--- config.mk ---
export PLATFORM = sky130hd
export DESIGN_NAME = ascon_finalize
export DESIGN_NICKNAME = d
export VERILOG_FILES = /design/src/rtl/ascon_finalize.sv
export SDC_FILE = /design/constraint.sdc
export NUM_CORES = 2
export LEC_CHECK = 0
export ABC_AREA = 1
export CORE_MARGIN = 2
export CORE_UTILIZATION = 45
export CTS_BUF_LIST = sky130_fd_sc_hd__clkbuf_8
export DETAILED_ROUTE_END_ITERATION = 6
export GPL_ROUTABILITY_DRIVEN = 0
export GPL_TIMING_DRIVEN = 1
export PLACE_DENSITY = 0.66
export SYNTH_ARGS = -nofsm -noshare
export SYNTH_HDL_FRONTEND = slang
export SYNTH_SLANG_ARGS = --single-unit
--- constraint.sdc ---
create_clock -name clk -period 66.1 [get_ports clk]
set_input_delay 19.83 -clock clk [delete_from_list [all_inputs] [get_ports clk]]
set_output_delay 19.83 -clock clk [all_outputs]
set_load 0.005 [all_outputs]
--- src/rtl/ascon_finalize.sv ---
// Ascon-128 finalization: key mixing, 12-round permutation and tag generation/compare.
// Contains the iterative permutation core (one round per clock) and the finalize FSM.

module ascon_permutation #(
  parameter int ROUNDS = 12
) (
  input  logic        clk,
  input  logic        rst_n,
  input  logic        start,
  input  logic [63:0] state_in  [0:4],
  output logic [63:0] state_out [3:4],
  output logic        done
);

  localparam logic [3:0] RC_BASE = 4'(12 - ROUNDS);

  logic [319:0] x_q, x_d;
  logic [3:0]   cnt_q, cnt_d;
  logic         run_q, run_d;
  logic         done_q, done_d;
  logic [3:0]   rc_idx_s;

  // One Ascon round: constant addition, bitsliced S-box, linear diffusion layer.
  function automatic logic [319:0] ascon_round(input logic [319:0] s, input logic [7:0] c);
    logic [63:0] x0, x1, x2, x3, x4;
    logic [63:0] t0, t1, t2, t3, t4;
    {x0, x1, x2, x3, x4} = s;
    x2 = x2 ^ {56'd0, c};
    x0 = x0 ^ x4;
    x4 = x4 ^ x3;
    x2 = x2 ^ x1;
    t0 = ~x0 & x1;
    t1 = ~x1 & x2;
    t2 = ~x2 & x3;
    t3 = ~x3 & x4;
    t4 = ~x4 & x0;
    x0 = x0 ^ t1;
    x1 = x1 ^ t2;
    x2 = x2 ^ t3;
    x3 = x3 ^ t4;
    x4 = x4 ^ t0;
    x1 = x1 ^ x0;
    x0 = x0 ^ x4;
    x3 = x3 ^ x2;
    x2 = ~x2;
    x0 = x0 ^ {x0[18:0], x0[63:19]} ^ {x0[27:0], x0[63:28]};
    x1 = x1 ^ {x1[60:0], x1[63:61]} ^ {x1[38:0], x1[63:39]};
    x2 = x2 ^ {x2[0],    x2[63:1]}  ^ {x2[5:0],  x2[63:6]};
    x3 = x3 ^ {x3[9:0],  x3[63:10]} ^ {x3[16:0], x3[63:17]};
    x4 = x4 ^ {x4[6:0],  x4[63:7]}  ^ {x4[40:0], x4[63:41]};
    return {x0, x1, x2, x3, x4};
  endfunction

  // Round sequencing: load on start when idle, then one round per cycle.
  always_comb begin
    x_d      = x_q;
    cnt_d    = cnt_q;
    run_d    = run_q;
    done_d   = 1'b0;
    rc_idx_s = cnt_q + RC_BASE;
    if (run_q) begin
      x_d   = ascon_round(x_q, {4'hF - rc_idx_s, rc_idx_s});
      cnt_d = cnt_q + 4'd1;
      if (cnt_q == 4'(ROUNDS - 1)) begin
        run_d  = 1'b0;
        done_d = 1'b1;
      end else begin
        run_d  = 1'b1;
      end
    end else if (start) begin
      x_d   = {state_in[0], state_in[1], state_in[2], state_in[3], state_in[4]};
      cnt_d = 4'd0;
      run_d = 1'b1;
    end else begin
      run_d = 1'b0;
    end
  end

  // Permutation state registers.
  always_ff @(posedge clk or negedge rst_n) begin
    if (!rst_n) begin
      x_q    <= 320'd0;
      cnt_q  <= 4'd0;
      run_q  <= 1'b0;
      done_q <= 1'b0;
    end else begin
      x_q    <= x_d;
      cnt_q  <= cnt_d;
      run_q  <= run_d;
      done_q <= done_d;
    end
  end

  assign state_out[3] = x_q[127:64];
  assign state_out[4] = x_q[63:0];
  assign done         = done_q;

endmodule

module ascon_finalize #(
  parameter int ROUNDS = 12
) (
  input  logic        clk,
  input  logic        rst,
  input  logic        start,
  input  logic [63:0] state_in [0:4],
  input  logic [63:0] key      [0:1],
  input  logic [63:0] tag_ref  [0:1],
  output logic [63:0] tag      [0:1],
  output logic        tag_match,
  output logic        busy,
  output logic        done
);

  typedef enum logic [2:0] {
    ST_IDLE       = 3'd0,
    ST_KEY_MIX    = 3'd1,
    ST_PERM_START = 3'd2,
    ST_PERM_WAIT  = 3'd3,
    ST_DONE       = 3'd4
  } state_e;

  state_e      state_q, state_d;
  logic [63:0] s_q   [0:4];
  logic [63:0] s_d   [0:4];
  logic [63:0] k_q   [0:1];
  logic [63:0] k_d   [0:1];
  logic [63:0] r_q   [0:1];
  logic [63:0] r_d   [0:1];
  logic [63:0] tag_q [0:1];
  logic [63:0] tag_d [0:1];
  logic        tag_match_q, tag_match_d;
  logic        busy_q, busy_d;
  logic        done_q, done_d;
  logic        perm_start_q, perm_start_d;
  logic [63:0] perm_state [3:4];
  logic        perm_done;
  logic [63:0] tag0_s, tag1_s;

  ascon_permutation #(.ROUNDS(ROUNDS)) u_perm (
    .clk       (clk),
    .rst_n     (~rst),
    .start     (perm_start_q),
    .state_in  (s_q),
    .state_out (perm_state),
    .done      (perm_done)
  );

  assign tag0_s = perm_state[3] ^ k_q[0];
  assign tag1_s = perm_state[4] ^ k_q[1];

  // FSM state register.
  always_ff @(posedge clk or posedge rst) begin
    if (rst) begin
      state_q <= ST_IDLE;
    end else begin
      state_q <= state_d;
    end
  end

  // Next-state logic.
  always_comb begin
    state_d = ST_IDLE;
    case (state_q)
      ST_IDLE:       state_d = start ? ST_KEY_MIX : ST_IDLE;
      ST_KEY_MIX:    state_d = ST_PERM_START;
      ST_PERM_START: state_d = ST_PERM_WAIT;
      ST_PERM_WAIT:  state_d = perm_done ? ST_DONE : ST_PERM_WAIT;
      ST_DONE:       state_d = ST_IDLE;
      default:       state_d = ST_IDLE;
    endcase
  end

  // Datapath and output register updates for the current state.
  always_comb begin
    s_d          = s_q;
    k_d          = k_q;
    r_d          = r_q;
    tag_d        = tag_q;
    tag_match_d  = tag_match_q;
    busy_d       = busy_q;
    done_d       = 1'b0;
    perm_start_d = 1'b0;
    case (state_q)
      ST_IDLE: begin
        if (start) begin
          s_d         = state_in;
          k_d         = key;
          r_d         = tag_ref;
          busy_d      = 1'b1;
          tag_match_d = 1'b0;
        end else begin
          busy_d      = 1'b0;
        end
      end
      ST_KEY_MIX: begin
        s_d[1] = s_q[1] ^ k_q[0];
        s_d[2] = s_q[2] ^ k_q[1];
      end
      ST_PERM_START: perm_start_d = 1'b1;
      ST_PERM_WAIT: begin
        if (perm_done) begin
          tag_d[0]    = tag0_s;
          tag_d[1]    = tag1_s;
          tag_match_d = (tag0_s == r_q[0]) && (tag1_s == r_q[1]);
          done_d      = 1'b1;
        end else begin
          done_d      = 1'b0;
        end
      end
      ST_DONE: busy_d = 1'b0;
      default: busy_d = 1'b0;
    endcase
  end

  // Datapath and output registers.
  always_ff @(posedge clk or posedge rst) begin
    if (rst) begin
      s_q          <= '{default: 64'd0};
      k_q          <= '{default: 64'd0};
      r_q          <= '{default: 64'd0};
      tag_q        <= '{default: 64'd0};
      tag_match_q  <= 1'b0;
      busy_q       <= 1'b0;
      done_q       <= 1'b0;
      perm_start_q <= 1'b0;
    end else begin
      s_q          <= s_d;
      k_q          <= k_d;
      r_q          <= r_d;
      tag_q        <= tag_d;
      tag_match_q  <= tag_match_d;
      busy_q       <= busy_d;
      done_q       <= done_d;
      perm_start_q <= perm_start_d;
    end
  end

  assign tag[0]    = tag_q[0];
  assign tag[1]    = tag_q[1];
  assign tag_match = tag_match_q;
  assign busy      = busy_q;
  assign done      = done_q;

endmodule
-- Word level (Yosys, flattened, before mapping)
Index checks and enable logic that the tools add are counted.
- multiplexer cells: 22
- shift-type cells: 0
- reductions and logical operators: 10
- order comparisons: 0
- bitwise gates (word level): 37
- multiply operators: 0
- divide/modulo/power cells: 0
- eq/ne operators: 8
- add/subtract/negate cells: 2
- operators by type and width (operator ; count):
    64-bit bitwise XOR ; 25
    320-bit 2-to-1 mux ; 2
    64-bit NOT ; 6
    64-bit bitwise AND ; 5
    256-bit 2-to-1 mux ; 1
    128-bit one-hot mux with 2 select lines ; 1
    64-bit == test ; 2
    64-bit by 8-bit bitwise XOR with 64-bit output ; 1
    1-bit 2-to-1 mux ; 12
    3-bit one-hot mux with 4 select lines ; 1
    4-bit 2-to-1 mux ; 2
    3-bit by 2-bit == test with 1-bit output, second input constant ; 2
    2-bit AND reduction ; 3
    2-bit nonzero test ; 3
    4-bit by 1-bit adder with 4-bit output, second input constant ; 1
    4-bit == test, second input constant ; 1
    1-bit one-hot mux with 2 select lines ; 2
    4-bit subtractor, first input constant ; 1
    3-bit by 1-bit == test with 1-bit output, second input constant ; 1
    3-bit logical NOT ; 1
    3-bit 2-to-1 mux ; 1
    3-bit AND reduction ; 1
    3-bit OR reduction ; 1
    2-bit by 1-bit inequality test with 1-bit output, second input constant ; 1
    2 further kinds ; 2
- memory bits (read-only): 0
- output and inout port bits: 131
- RAM bits: 0
- latch bits: 0
- logic and storage cells: 99
- memories kept: 0
- flip-flop bits (word level): 1037

-- Logic depth before layout (Yosys ltp)
- depth in word-level cells: 10
- gate-level depth with buffers: 14
- depth with buffers taken out: 14

-- Hierarchy
Synthesis repeated with hierarchy kept, for this count alone.
- cells, all modules: 9681
- area total of the unflattened synthesis: 67154.4 um^2
- modules (own cells, without submodules) (module ; cells each ; area each (um^2) ; instances):
    ascon_permutation ; 5832 ; 35150.0 ; 1
    ascon_finalize ; 3849 ; 32004.4 ; 1

-- Worst setup path after synthesis
Ideal clock, no wire load.
- path type: input to register
- start point: input start
- end point: register s_q[128] (netlist bit)
- path slack: 45.204 ns
- required time: 65.970 ns
- stages on the path: 7
- arrival time: 20.766 ns
- cell sequence: nand3_1 clkinv_1 buf_2 buf_2 buf_2 nand2_1 o211ai_1
- cells in the longest elaborated chain, start to end: 2
- RTL lines (what ; RTL line ; RTL):
    from (decl) ; 105 ; input logic start,
    2-bit inequality test (no line) ; -- ;
    2-bit AND reduction (no line) ; -- ;
    to (signal assigned) ; 219 ; s_q <= '{default: 64'd0};
    to (signal assigned) ; 228 ; s_q <= s_d;
    to (decl) ; 124 ; logic [63:0] s_q [0:4];
Every way passes these cells.
A chain may end at the register's enable or synchronous reset.

-- Worst setup path after layout
- start point: input start
- end point: register r_q[81] (netlist bit)
- cells in the longest elaborated chain, start to end: 1
- RTL lines (what ; RTL line ; RTL):
    2-bit AND reduction (no line) ; -- ;
    to (signal assigned) ; 230 ; r_q <= r_d;
    to (decl) ; 128 ; logic [63:0] r_q [0:1];
Every way passes these cells.

==> flow_summary.html <==
<table>
<tr><th>Metric</th><th>Value</th></tr>
<tr><th colspan="2">CTS</th></tr>
<tr><td>TritonCTS clock tree</td><td>yes</td></tr>
<tr><td>Number of setup buffers added after CTS</td><td>0</td></tr>
<tr><td>Count of cells resized by post-cts repair</td><td>0</td></tr>
<tr><td>TritonCTS Buffers</td><td>180</td></tr>
<tr><td>Clock latency at the later pin of the worst-skew pair</td><td>1.02 ns</td></tr>
<tr><td>Number of clock sinks</td><td>1,036</td></tr>
<tr><td>Register clock-pin slew on the reported worst setup and hold paths</td><td>0.07 ns</td></tr>
<tr><td>Cts-stage hold buffer count</td><td>0</td></tr>
<tr><td>Root Buffer Master</td><td>clkbuf_8</td></tr>
<tr><td>H-tree depth</td><td>4</td></tr>
<tr><td>Bufs on Longest Clock Path</td><td>3</td></tr>
<tr><th colspan="2">Logic synthesis</th></tr>
<tr><td>Fraction of synthesized cell area taken by the top area cell type</td><td>0.410</td></tr>
<tr><td>Top area cells in the synthesized netlist</td><td>dfrtp_1 41%, nand2_1 20%, inv_1 6.4%</td></tr>
<tr><td>Synth Cell Area</td><td>63,300 um2</td></tr>
<tr><td>Number of synthesized register bits</td><td>1,036</td></tr>
<tr><td>Cell taking the most area after synthesis</td><td>dfrtp_1</td></tr>
<tr><td>Seq/Total Area, Yosys</td><td>0.410</td></tr>
<tr><td>Cell with the most instances after synthesis</td><td>nand2_1</td></tr>
<tr><td>Warning count from the yosys run</td><td>0</td></tr>
<tr><td>Fraction of synthesis flops using an asynchronous set or reset pin</td><td>1.00</td></tr>
<tr><td>Syn Inst Count</td><td>8,701</td></tr>
<tr><td>Average cell area after synthesis</td><td>7.27 um2</td></tr>
<tr><td>Number of enable-type register cells in the synthesized netlist</td><td>0</td></tr>
<tr><td>Post-synthesis cell type count</td><td>38</td></tr>
<tr><td>Primary FF master, synth</td><td>dfrtp_1</td></tr>
<tr><td>Total nets after synthesis</td><td>9,409</td></tr>
<tr><td>Most numerous cell types in the synthesized netlist</td><td>3,407 x nand2_1, 1,074 x inv_1, 1,036 x dfrtp_1, 596 x o21ai_0, 497 x nand3_1</td></tr>
<tr><th colspan="2">Floorplanning</th></tr>
<tr><td>Placeable core region</td><td>140,000 um2</td></tr>
<tr><td># rows</td><td>137</td></tr>
<tr><td>I/O pin count</td><td>710</td></tr>
<tr><td>DIE AREA</td><td>144,000 um2</td></tr>
<tr><td>Height of the die</td><td>379 um</td></tr>
<tr><td>Starting utilization of the core area</td><td>0.453</td></tr>
<tr><td>Width of the die</td><td>379 um</td></tr>
<tr><th colspan="2">Route</th></tr>
<tr><td>Wire length per cell</td><td>27.6 um</td></tr>
<tr><td>DR iter-0 viols</td><td>11.9k</td></tr>
<tr><td>DRC violations left</td><td>1,325</td></tr>
<tr><td>Detailed-router iteration count before antenna repair</td><td>7</td></tr>
<tr><td>Via/cell ratio</td><td>5.78</td></tr>
<tr><td>Overall routed net length</td><td>315 mm</td></tr>
<tr><td>Total via count in the routed design</td><td>66.0k</td></tr>
<tr><td>Detail Route Antenna Nets</td><td>0</td></tr>
<tr><th colspan="2">Critical path</th></tr>
<tr><td>Internal reg-to-reg setup slack</td><td>61.49 ns</td></tr>
<tr><td>Critical path data required time</td><td>66.89 ns</td></tr>
<tr><td>Type of origin of the critical path</td><td>primary input</td></tr>
<tr><td>Critical Path End Type</td><td>flip-flop</td></tr>
<tr><td>Peak fanout along the critical path</td><td>130</td></tr>
<tr><td>Data arrival time of the critical path</td><td>23.88 ns</td></tr>
<tr><td>Startpoint-to-endpoint class of the critical path</td><td>primary input to flip-flop</td></tr>
<tr><th colspan="2">STA</th></tr>
<tr><td>Transition at the pin with the smallest max-transition slack</td><td>1.69 ns</td></tr>
<tr><td>Setup repair after global routing missed its margin</td><td>false</td></tr>
<tr><td>Worst clock skew</td><td>0.0910 ns</td></tr>
<tr><td>Worst hold slack across all endpoints</td><td>0.475 ns</td></tr>
<tr><td>Share of the clock period used by the worst path</td><td>0.349</td></tr>
<tr><td>Hold violation total from the final report</td><td>0</td></tr>
<tr><td>Top achievable clock speed</td><td>43.3 MHz</td></tr>
<tr><td>Final critical delay including setup and external delays</td><td>23.09 ns</td></tr>
<tr><td>Relative max-transition margin</td><td>-0.134</td></tr>
<tr><td>Number of endpoints failing setup at the final stage</td><td>0</td></tr>
<tr><td>Post-Route Setup TNS</td><td>0 ns</td></tr>
<tr><td>Count of final max-slew check failures</td><td>41</td></tr>
<tr><th colspan="2">Place</th></tr>
<tr><td>Port Buffer Count</td><td>709</td></tr>
<tr><td>DP Area</td><td>72,100 um2</td></tr>
<tr><td>Half-perimeter wire length after placement</td><td>244 mm</td></tr>
<tr><th colspan="2">Global routing</th></tr>
<tr><td>Number of global-route vias before repair</td><td>59.7k</td></tr>
<tr><td>Largest net degree at the start of global routing</td><td>239</td></tr>
<tr><td>First-pass GRT wire length</td><td>431 mm</td></tr>
<tr><td>Initial antenna violation count</td><td>22</td></tr>
<tr><td>Global route total overflow</td><td>0</td></tr>
<tr><td>Global routing usage summed across all routing layers</td><td>0.430</td></tr>
<tr><th colspan="2">Outcome</th></tr>
<tr><td>Violations in the final reports</td><td>DRC, capacitance limit, slew limit</td></tr>
<tr><td>Outcome</td><td>finished with violations</td></tr>
<tr><th colspan="2">Worst hold path</th></tr>
<tr><td>Kind of path behind the tightest hold check</td><td>flip-flop to flip-flop</td></tr>
<tr><th colspan="2">Flow run</th></tr>
<tr><td>Max cap viols</td><td>11</td></tr>
<tr><th colspan="2">Cells and area</th></tr>
<tr><td>Share of layout cells above drive strength 1</td><td>0.0527</td></tr>
<tr><td>Final std cell area, no fill</td><td>76,200 um2</td></tr>
<tr><td>Final Net Count</td><td>10.1k</td></tr>
<tr><td>Area growth from synthesis to final layout</td><td>20.4%</td></tr>
</table>
==> logic make-up after synthesis <==
family | Yosys count | share of synthesized area
and+or+nand+nor | 4272 | 0.267
buffers and inverters | 1375 | 0.0833
AOI/OAI and AO/OA | 1207 | 0.113
DFF | 1036 | 0.410
xor gates and xnor gates | 682 | 0.101
adders and majority gates | 129 | 0.0255
==> worst max-delay path: stages <==
cell and delay [ns]:
clkdlybuf4s50_1 0.52, nand3_4 0.12, inv_8 0.43, buf_4 0.80, buf_4 0.76, buf_4 1.00, o21ai_0 0.19
==> sequential cells by signal, indices dropped and copies added (netlist names), 2 cells and up <==
signal,cells
state_q,2
tag,128
k_q,128
s_q,320
u_perm.x_q,320
u_perm.cnt_q,4
r_q,128
==> cells in the final DEF, fill, tap and decap left out, types with 3 or more instances in the layout <==
| master | instances |
|---|---|
| a21oi_1 | 36 |
| buf_12 | 4 |
| buf_4 | 56 |
| bufinv_16 | 6 |
| clkbuf_8 | 241 |
| clkdlybuf4s50_1 | 709 |
| clkinv_2 | 19 |
| clkinv_8 | 5 |
| dfrtp_1 | 1035 |
| diode_2 | 13 |
| ha_1 | 129 |
| inv_1 | 1115 |
| inv_12 | 3 |
| inv_2 | 25 |
| inv_8 | 4 |
| nand2_1 | 3405 |
| nand2_2 | 9 |
| nand3_1 | 496 |
| nand4_1 | 13 |
| nor2_1 | 278 |
| o211ai_1 | 195 |
| o21ai_0 | 596 |
| o21ai_1 | 27 |
| o21bai_1 | 128 |
| o221ai_1 | 4 |
| o22ai_1 | 216 |
| or2_1 | 4 |
| or2_2 | 57 |
| xnor2_1 | 199 |
| xnor2_2 | 21 |
| xor2_1 | 424 |
| xor2_2 | 31 |
| xor2_4 | 6 |
==> layout make-up <==
| type | instances | area, um2 |
|---|---|---|
| diodes | 13 | 32.5 |
| flip-flops and latches | 1036 | 25900 |
| multi-input cells | 6290 | 32200 |
| well taps | 1876 | 2350 |
| clock buffers | 241 | 3320 |
| clock inverters | 83 | 621 |
| repair buffers | 770 | 7610 |
| fillers | 13313 | 63400 |
| inverters | 1099 | 4150 |
==> worst paths after layout <==
path                            cells after the start                         end              startpoint
max in group asynchronous                           5      u_perm.run_q$_DFF_PP0_                     rst
worst min-delay path                                1      perm_start_q$_DFF_PP0_    state_q[0]$_DFF_PP0_
min in group asynchronous                           2         tag[77]$_DFFE_PP0P_                     rst
worst max register to register                      6  u_perm.x_q[89]$_DFFE_PP0P_  u_perm.run_q$_DFF_PP0_
worst max-delay path                                7         r_q[81]$_DFFE_PP0P_                   start
worst min register to register                      1      perm_start_q$_DFF_PP0_    state_q[0]$_DFF_PP0_
==> metal layers <==
| layer | GRT usage | part of all wire | up-vias |
|---|---|---|---|
| met5 | 0.0566 | 0.0031 | - |
| met1 | 0.525 | 0.36 | 31025 |
| met4 | 0.338 | 0.099 | 22 |
| li1 | - | - | 28652 |
| met2 | 0.568 | 0.38 | 4995 |
| met3 | 0.207 | 0.16 | 1279 |
==> through the flow <==
step	setup WS (ns)	util	std cells
finish	43.01	0.546	11408
global route	42.64	0.546	11399
CTS	43.12	0.545	11394
detailed placement	42.09	0.517	11070
global placement	42.21	0.517	11070
floorplan	17.11	-	8701
Power is left out: the tool's default activity adds up to more than one toggle a clock period on the data nets, which glitch-free logic cannot reach.
